File: config.mk
export PLATFORM = sky130hd
export DESIGN_NAME = host_mul_scheduler
export DESIGN_NICKNAME = d
export VERILOG_FILES = /design/src/rtl/uart_spi_pkg.sv /design/src/rtl/host_mul_scheduler_collector.sv /design/src/rtl/host_mul_scheduler.sv
export SDC_FILE = /design/constraint.sdc
export NUM_CORES = 1
export LEC_CHECK = 0
export CORE_UTILIZATION = 53
export CTS_CLUSTER_DIAMETER = 60
export CTS_CLUSTER_SIZE = 40
export DETAILED_ROUTE_END_ITERATION = 7
export HOLD_SLACK_MARGIN = 0.05
export PLACE_DENSITY = 0.8
export SYNTH_ARGS = -nofsm -noshare
export SYNTH_HDL_FRONTEND = slang
export SYNTH_HIERARCHICAL = 1
export SYNTH_SLANG_ARGS = --single-unit
File: constraint.sdc
create_clock -name clk -period 2.71 [get_ports clk]
set_input_delay 0.813 -clock clk [delete_from_list [all_inputs] [get_ports clk]]
set_output_delay 0.813 -clock clk [all_outputs]
set_load 0.03 [all_outputs]
File: src/rtl/uart_spi_pkg.sv
// Shared types and constants for the host multiplier scheduler and its operand collectors.
package uart_spi_pkg;

    typedef enum logic [2:0] {
        ST_IDLE,
        ST_MUL_START,
        ST_MUL_WAIT,
        ST_SEND_HI,
        ST_WAIT_HI,
        ST_SEND_LO,
        ST_WAIT_LO
    } state_e;

    typedef enum logic {
        SRC_UART = 1'b0,
        SRC_SPI  = 1'b1
    } src_e;

    localparam logic [15:0] TIMEOUT_RESULT = 16'hFFFF;

endpackage

File: src/rtl/host_mul_scheduler_collector.sv
// Per-source operand collector: gathers A then B, raises pending, and drops bytes while a pair waits.
module operand_collector (
    input  logic       clk,
    input  logic       reset,
    input  logic       rx_valid,
    input  logic [7:0] rx_data,
    input  logic       clr,
    output logic [7:0] op_a,
    output logic [7:0] op_b,
    output logic       pending,
    output logic       overrun
);

    logic       have_a_q, have_a_d;
    logic       pending_q, pending_d;
    logic [7:0] a_q, a_d;
    logic [7:0] b_q, b_d;

    always_comb begin
        have_a_d  = have_a_q;
        pending_d = pending_q;
        a_d       = a_q;
        b_d       = b_q;
        overrun   = 1'b0;
        if (clr) begin
            pending_d = 1'b0;
            have_a_d  = 1'b0;
            // A byte landing in the grant cycle already belongs to the next pair.
            if (rx_valid) begin
                a_d      = rx_data;
                have_a_d = 1'b1;
            end
        end else if (rx_valid) begin
            if (pending_q) begin
                overrun = 1'b1;
            end else if (!have_a_q) begin
                a_d      = rx_data;
                have_a_d = 1'b1;
            end else begin
                b_d       = rx_data;
                have_a_d  = 1'b0;
                pending_d = 1'b1;
            end
        end
    end

    always_ff @(posedge clk or negedge reset) begin
        if (!reset) begin
            have_a_q  <= 1'b0;
            pending_q <= 1'b0;
            a_q       <= '0;
            b_q       <= '0;
        end else begin
            have_a_q  <= have_a_d;
            pending_q <= pending_d;
            a_q       <= a_d;
            b_q       <= b_d;
        end
    end

    assign op_a    = a_q;
    assign op_b    = b_q;
    assign pending = pending_q;

endmodule

File: src/rtl/host_mul_scheduler.sv
// Arbitrates UART/SPI operand pairs onto one multiplier and returns each 16-bit product to its requester.
module host_mul_scheduler
    import uart_spi_pkg::*;
#(
    parameter int TIMEOUT_CYCLES = 255
) (
    input  logic        clk,
    input  logic        reset,
    input  logic        uart_rx_valid,
    input  logic [7:0]  uart_rx_data,
    input  logic        spi_rx_valid,
    input  logic [7:0]  spi_rx_data,
    output logic        mul_start,
    output logic [7:0]  mul_a,
    output logic [7:0]  mul_b,
    input  logic        mul_done,
    input  logic [15:0] mul_product,
    input  logic        uart_tx_ready,
    output logic        uart_tx_start,
    output logic [7:0]  uart_tx_data,
    output logic        spi_tx_load,
    output logic [7:0]  spi_tx_data,
    input  logic        spi_tx_done,
    output logic        busy,
    output logic [1:0]  err_overrun,
    output logic        err_timeout
);

    localparam int CNT_W = (TIMEOUT_CYCLES > 1) ? $clog2(TIMEOUT_CYCLES) : 1;
    localparam logic [CNT_W-1:0] CNT_LAST = CNT_W'(TIMEOUT_CYCLES - 1);

    state_e           state_q, state_d;
    src_e             src_q, src_d;
    src_e             prio_q, prio_d;
    src_e             grant_src;
    logic [CNT_W-1:0] cnt_q, cnt_d;
    logic [15:0]      res_q, res_d;
    logic             seen_low_q, seen_low_d;
    logic [7:0]       mul_a_q, mul_a_d, mul_b_q, mul_b_d;
    logic             uart_tx_start_q, uart_tx_start_d;
    logic [7:0]       uart_tx_data_q, uart_tx_data_d;
    logic             spi_tx_load_q, spi_tx_load_d;
    logic [7:0]       spi_tx_data_q, spi_tx_data_d;
    logic [1:0]       err_overrun_q, err_overrun_d;
    logic             err_timeout_q, err_timeout_d;

    logic       clr_u, clr_s, pend_u, pend_s, ovr_u, ovr_s;
    logic [7:0] a_u, b_u, a_s, b_s;
    logic       send_fire, tx_ack;
    logic [7:0] send_byte;

    operand_collector u_coll_uart (
        .clk(clk), .reset(reset), .rx_valid(uart_rx_valid), .rx_data(uart_rx_data), .clr(clr_u),
        .op_a(a_u), .op_b(b_u), .pending(pend_u), .overrun(ovr_u)
    );

    operand_collector u_coll_spi (
        .clk(clk), .reset(reset), .rx_valid(spi_rx_valid), .rx_data(spi_rx_data), .clr(clr_s),
        .op_a(a_s), .op_b(b_s), .pending(pend_s), .overrun(ovr_s)
    );

    assign grant_src = (pend_u && (!pend_s || prio_q == SRC_UART)) ? SRC_UART : SRC_SPI;
    // UART acknowledges a byte by dropping and then raising ready; SPI by a done pulse.
    assign tx_ack = (src_q == SRC_SPI) ? spi_tx_done : (seen_low_q && uart_tx_ready);

    always_ff @(posedge clk or negedge reset) begin
        if (!reset) begin
            state_q         <= ST_IDLE;
            src_q           <= SRC_UART;
            prio_q          <= SRC_UART;
            cnt_q           <= '0;
            res_q           <= '0;
            seen_low_q      <= 1'b0;
            mul_a_q         <= '0;
            mul_b_q         <= '0;
            uart_tx_start_q <= 1'b0;
            uart_tx_data_q  <= '0;
            spi_tx_load_q   <= 1'b0;
            spi_tx_data_q   <= '0;
            err_overrun_q   <= '0;
            err_timeout_q   <= 1'b0;
        end else begin
            state_q         <= state_d;
            src_q           <= src_d;
            prio_q          <= prio_d;
            cnt_q           <= cnt_d;
            res_q           <= res_d;
            seen_low_q      <= seen_low_d;
            mul_a_q         <= mul_a_d;
            mul_b_q         <= mul_b_d;
            uart_tx_start_q <= uart_tx_start_d;
            uart_tx_data_q  <= uart_tx_data_d;
            spi_tx_load_q   <= spi_tx_load_d;
            spi_tx_data_q   <= spi_tx_data_d;
            err_overrun_q   <= err_overrun_d;
            err_timeout_q   <= err_timeout_d;
        end
    end

    always_comb begin
        state_d       = state_q;
        src_d         = src_q;
        prio_d        = prio_q;
        cnt_d         = cnt_q;
        res_d         = res_q;
        seen_low_d    = seen_low_q;
        mul_a_d       = mul_a_q;
        mul_b_d       = mul_b_q;
        clr_u         = 1'b0;
        clr_s         = 1'b0;
        err_overrun_d = err_overrun_q | {ovr_s, ovr_u};
        err_timeout_d = err_timeout_q;
        unique case (state_q)
            ST_IDLE: begin
                if (pend_u || pend_s) begin
                    src_d   = grant_src;
                    prio_d  = (grant_src == SRC_UART) ? SRC_SPI : SRC_UART;
                    mul_a_d = (grant_src == SRC_UART) ? a_u : a_s;
                    mul_b_d = (grant_src == SRC_UART) ? b_u : b_s;
                    clr_u   = (grant_src == SRC_UART);
                    clr_s   = (grant_src == SRC_SPI);
                    state_d = ST_MUL_START;
                end
            end
            ST_MUL_START: begin
                cnt_d   = '0;
                state_d = ST_MUL_WAIT;
            end
            ST_MUL_WAIT: begin
                if (mul_done) begin
                    res_d   = mul_product;
                    state_d = ST_SEND_HI;
                end else if (cnt_q == CNT_LAST) begin
                    res_d         = TIMEOUT_RESULT;
                    err_timeout_d = 1'b1;
                    state_d       = ST_SEND_HI;
                end else begin
                    cnt_d = cnt_q + 1'b1;
                end
            end
            ST_SEND_HI, ST_SEND_LO: begin
                if (send_fire) begin
                    seen_low_d = 1'b0;
                    state_d    = (state_q == ST_SEND_HI) ? ST_WAIT_HI : ST_WAIT_LO;
                end
            end
            ST_WAIT_HI, ST_WAIT_LO: begin
                seen_low_d = seen_low_q | ~uart_tx_ready;
                if (tx_ack) state_d = (state_q == ST_WAIT_HI) ? ST_SEND_LO : ST_IDLE;
            end
            default: state_d = ST_IDLE;
        endcase
    end

    always_comb begin
        send_fire       = (state_q == ST_SEND_HI || state_q == ST_SEND_LO) &&
                          (src_q == SRC_SPI || uart_tx_ready);
        send_byte       = (state_q == ST_SEND_HI) ? res_q[15:8] : res_q[7:0];
        uart_tx_start_d = send_fire && (src_q == SRC_UART);
        spi_tx_load_d   = send_fire && (src_q == SRC_SPI);
        uart_tx_data_d  = uart_tx_start_d ? send_byte : uart_tx_data_q;
        spi_tx_data_d   = spi_tx_load_d ? send_byte : spi_tx_data_q;
        mul_start       = (state_q == ST_MUL_START);
        busy            = (state_q != ST_IDLE);
    end

    assign mul_a         = mul_a_q;
    assign mul_b         = mul_b_q;
    assign uart_tx_start = uart_tx_start_q;
    assign uart_tx_data  = uart_tx_data_q;
    assign spi_tx_load   = spi_tx_load_q;
    assign spi_tx_data   = spi_tx_data_q;
    assign err_overrun   = err_overrun_q;
    assign err_timeout   = err_timeout_q;

endmodule

---- Yosys cells after proc, flatten, opt, wreduce, memory -nomap -nowiden ----
Cells that the tools add are included.
W data, S select, Z words.
cells by class
  reduce and logical (&&, ||, !) cells .... 31
  add/subtract/negate cells ............... 1
  muxes and demuxes ....................... 59
  equality and inequality tests ........... 17
  bitwise logic cells ..................... 10
operators by type and width
  kind                   number
  $mux W8                15
  $mux W1                32
  $mux W16               2
  $mux W3                6
  $ne A2 B2 Y1 const B   9
  $pmux W8 S2            1
  $pmux W3 S5            1
  $reduce_and A3 Y1      4
  $reduce_and A4 Y1      3
  $reduce_and A2 Y1      5
  $reduce_bool A2 Y1     5
  $eq A3 B3 Y1 const B   3
  $add A8 B1 Y8 const B  1
  $eq A8 B8 Y1 const B   1
  $not A1 Y1             8
  $eq A3 B2 Y1 const B   2
  $logic_and A1 B1 Y1    5
  $logic_or A1 B1 Y1     4
  $reduce_or A2 Y1       2
  $eq A3 B1 Y1 const B   1
  $logic_not A3 Y1       1
  $ne A3 B3 Y1 const B   1
  $reduce_bool A3 Y1     1
  $mux W2                1
  4 further kinds        4
storage, ports and cells
  bits in registers ....................... 103
  output and inout port bits .............. 39
  logic and storage cells ................. 140
  input port bits ......................... 39

---- Logic depth before layout (Yosys ltp) ----
Gate-level depths: netlist of the first run.
  word-level depth ........................ 8
  gate-level depth with buffers ........... 7
  depth with buffers taken out ............ 6

---- By module ----
The synthesis of the first run kept the hierarchy.
modules (own cells, without submodules)
  module              instances  seq. area each (um2)  area an instance (um2)  cells each
  host_mul_scheduler  1          1676.6                2964.1                  268
  operand_collector   2          450.4                 807.0                   66

---- Worst setup path before layout of the first run ----
No wires, ideal clock.
  path kind ............................... reg2reg
  from .................................... reg state_q[0]
  to ...................................... reg u_coll_spi.b_q[0], in the netlist u_coll_spi/op_b[0]
  data arrival time ....................... 2.003 ns
  library setup time ...................... 0.125 ns
  path buffers ............................ 2
  required time ........................... 2.585 ns
  cell stages (with the launch flop) ...... 7
  period minus slack after synthesis ...... 2.128 ns
  path slack .............................. 0.582 ns
  cells stage by stage .................... dfrtp_1 or3_1 buf_2 nor3_1 and4bb_1 buf_6 mux2_4
on the way
  longest elaborated chain between the ends .. 4
ends and longest elaborated chain
  item                                line                                source
  start: declaration                  host_mul_scheduler.sv:32            state_e state_q, state_d;
  start signal: assignment            host_mul_scheduler.sv:83            state_q <= state_d;
  $logic_not A3 Y1                    host_mul_scheduler.sv:113           unique case (state_q)
  $mux W1                             host_mul_scheduler.sv:113
  net clr_s                           host_mul_scheduler.sv:47            logic clr_u, clr_s, pend_u, pend_s, ovr_u, ovr_s;
  $not A1 Y1 (no source line)         --
  $reduce_and A4 Y1 (no source line)  --
  end signal: assignment              host_mul_scheduler_collector.sv:52  b_q <= '0;
  end signal: assignment              host_mul_scheduler_collector.sv:57  b_q <= b_d;
  end: declaration                    host_mul_scheduler_collector.sv:17  logic [7:0] b_q, b_d;
The timed path passes the listed nets, and every way through them passes these cells.
A chain may end at the register's enable or synchronous reset.

---- Worst setup path in the final report of the first run ----
  from .................................... reg state_q[2]
  to ...................................... out busy
on the way
  longest elaborated chain between the ends .. 1
ends and longest elaborated chain
  item                line                       source
  $reduce_bool A3 Y1  host_mul_scheduler.sv:164  busy = (state_q != ST_IDLE);
  end: declaration    host_mul_scheduler.sv:24   output logic busy,
Every way passes these cells.

==> out/results.tsv, run 1 <==
stage	metric	value	unit
outcome	status	finished clean	
synth	synth_cells	400	
sta	rsz0062_at_grt	no	
clock_network	clockBufferDepth	2	
power	power	7.05	mW
floorplanning	die_y	94.9	microns
worst_setup_path	cp-start-kind	register	
clock_network	cts_htree_levels	3	
synth	ys_async_sr_fraction	1.00	
sta	period_share	0.978	
route	viasPerCell	5.61	
global_route	grt_pass1_wl	15800	microns
sta	fin_hold_ws	0.347	ns
worst_setup_path	critPathCapture	busy	
global_route	grt_util_all_layers	0.235	
clock_network	cts_made_buffers	9	
synth	synth_cell_types	50	
clock_network	cts_sinks	103	
global_route	met3_usage	0.0322	
worst_setup_path	rr_endpoint	u_coll_spi/op_b[2]	
floorplanning	row_count	33	
worst_setup_path	critPathKind	reg2out	
global_route	grt_max_degree	75	
clock_network	clk_pin_slew	0.11	ns
synth	syn-num-nets	441	
worst_setup_path	cpMaxStageDelayCell	clkdlybuf4s50_1	
global_route	antenna_found_initial	0	
placement	dpl_worst_slack	0.303	ns
sta	worst_slack	0.0585	ns
clock_network	clkLatencyLatePin	0.37	ns
floorplanning	pin_count	78	
sta	tns	0	ns
clock_network	cts-root-buf	clkbuf_8	
sta	max_freq	377	MHz
worst_setup_path	worst-r2r-setup-slack	0.49	ns
sta	period_needed	2.65	ns
worst_setup_path	cp-startpoint	state_q[2]	
clock_network	cts_tree	built	
floorplanning	dieArea	0.00901	sq mm
worst_setup_path	critPathMaxFanout	3	
synth	ys_ff_latch	103	
min_path	hp-class	in2async	
synth	synth.cell_area	0.00458	sq mm
power	irDropWorstVdd	0.510	mV
final_layout	final_core_utilization	0.683	
global_route	grt_pass1_vias	3113	
worst_setup_path	reg2reg_depth	5	
power	p_leak	2.55	nW
worst_setup_path	crit_chain	or3_1, clkdlybuf4s50_1	
worst_setup_path	critical_path.max_stage_delay	0.62	ns
final_layout	drive_above_1_share	0.136	
route	route.vias.total	3312	
final_layout	multi_input_area	0.00177	sq mm
route	ant_nets	0	
final_layout	num-nets-final	521	
worst_setup_path	cp-end-kind	primary output	
final_layout	nFillCells	615	
floorplanning	start_util	0.552	
sta	hold_viol	0	
final_layout	n_antenna_cell	0	
job	drv_cap	0	
route	dr.pass1.iters	5	
global_route	grt_use_met2	0.343	
placement	gp_congestion	0.772	
final_layout	seqCellArea	0.00258	sq mm
placement	dpl.hpwl	6900	microns
power	powerDensity	1240	mW/mm^2
synth	synth.yosys.seq_area_share	0.563	
worst_setup_path	arrival	1.84	ns
route	route.detailed.drc	0	
worst_setup_path	crit_family	buffers and inverters	
synth	synth-edff-count	0	
global_route	top_usage_layer	met1	
floorplanning	die_w	94.9	microns
global_route	grt-ovfl-total	0	
worst_setup_path	timing.rr.start	state_q[2]	
synth	yosysWarnings	6	
global_route	use_met1	0.356	
sta	finalSetupViolCount	0	
floorplanning	core_area	0.00830	sq mm
sta	fin_skew	0.0171	ns
synth	synth_flop_cell	dfrtp_1	
final_layout	syn2layout_area_growth	23.8	%
sta	maxSlewHeadroom	0.615	
worst_setup_path	cp.depth	2	
clock_network	post_cts_buffers	0	
synth	avgSynthCellArea	11.4	sq um
worst_setup_path	crit_required	1.90	ns
placement	portBuffers	77	
route	drt_iter0_markers	242	
sta	drv_slew	0	
sta	tightest_slew	0.575	ns
route	wl_per_cell	16.4	microns
worst_setup_path	worst-path-buf-inv	1	
route	wirelength	9670	microns
cell usage after synthesis (all sizes together), types with 3 or more instances:
master,count,area share
buf,18,0.027
clkbuf,4,0.0033
nand2,45,0.037
o32ai,18,0.034
o21ai,25,0.028
dfrtp,103,0.56
inv,25,0.020
a31oi,5,0.0068
nor2,29,0.028
a21oi,21,0.025
nor2b,3,0.0041
mux2,17,0.055
nand3,8,0.0087
o22a,16,0.031
mux2i,24,0.052
or3,3,0.0041
power breakdown:
part           total [mW]  switching (mW)  internal, mW
Sequential           2.72           0.487          2.24
Clock                1.01           0.562         0.446
Combinational        3.32            1.81          1.51
repair_timing:
item / 4_1_cts / 5_1_grt
hold buffers: 0 / 0
endpoints found under the setup margin: 1 / 0
gates resized for setup: 1 / 0
stage by stage:
step	cell area [sq um]	std cells
CTS	5670	590
global placement	5460	574
finish	5670	590
global route	5670	590
floorplan	4580	400
detailed placement	5460	574
layout by cell type, fill, tap and decap left out, drive strengths merged, types with 2 or more instances in the layout:
master	n
a21oi	21
a31oi	5
a41oi	2
and2	2
and2b	2
and3	2
and4bb	2
buf	15
clkbuf	9
clkdlybuf4s50	75
clkinv	2
dfrtp	103
ha	2
inv	28
mux2	17
mux2i	24
nand2	45
nand3	8
nor2	29
nor2b	3
nor3b	2
o21a	2
o21ai	25
o21ba	2
o22a	16
o32ai	18
or2	2
or3	3
worst min-delay path by stage:
stage,to,slack [ns],startpoint
2_1_floorplan,cnt_q[7],0.45,cnt_q[7]
3_3_place_gp,err_timeout,0.45,err_timeout
3_5_place_dp,err_overrun[1],0.47,err_overrun[1]
4_1_cts,uart_tx_data[5],0.36,reset
5_1_grt,mul_b[5],0.37,reset
6_report,mul_b[6],0.35,reset
area by class of cell:
cell class / count / area share
clock buffers: 9 / 0.0218
clock inverters: 7 / 0.0152
inverters: 25 / 0.0166
multi-input cells: 250 / 0.313
flip-flops and latches: 103 / 0.455
well taps: 105 / 0.0232
repair buffers: 91 / 0.156
cell families after synthesis:
kind of cell             share of synthesized area
flip-flops                                   0.563
multiplexers                                 0.107
AO/OA/AOI/OAI                                0.154
buffers and inverters                       0.0508
adder cells (fa/ha/maj)                    0.00547
XOR/XNOR                                   0.00191
AND/OR/NAND/NOR                              0.117
layer usage:
layer	vias to the layer above	wire length, microns
li1	1585	-
met1	1627	4670
met2	89	4440
met3	11	413
met4	0	144
met5	-	0
flip-flops by register name, indices dropped and copies added, names as in the netlist, 2 cells and up:
name              count
u_coll_uart/op_b      8
res_q                16
mul_b                 8
u_coll_spi/op_b       8
err_overrun           2
u_coll_spi/op_a       8
cnt_q                 8
spi_tx_data           8
uart_tx_data          8
u_coll_uart/op_a      8
state_q               3
mul_a                 8
Note: power is estimated with default switching activity, not from simulation.
==> inputs of run 2 (changes only) <==
--- a/config.mk
+++ b/config.mk
@@ -7,7 +7,6 @@
 export LEC_CHECK = 0
 export CORE_UTILIZATION = 53
 export CTS_CLUSTER_DIAMETER = 60
-export CTS_CLUSTER_SIZE = 40
 export DETAILED_ROUTE_END_ITERATION = 7
 export HOLD_SLACK_MARGIN = 0.05
 export PLACE_DENSITY = 0.8
==> results of run 2 <==
The final DEF is identical to that of run 1; final timing and power are the same.
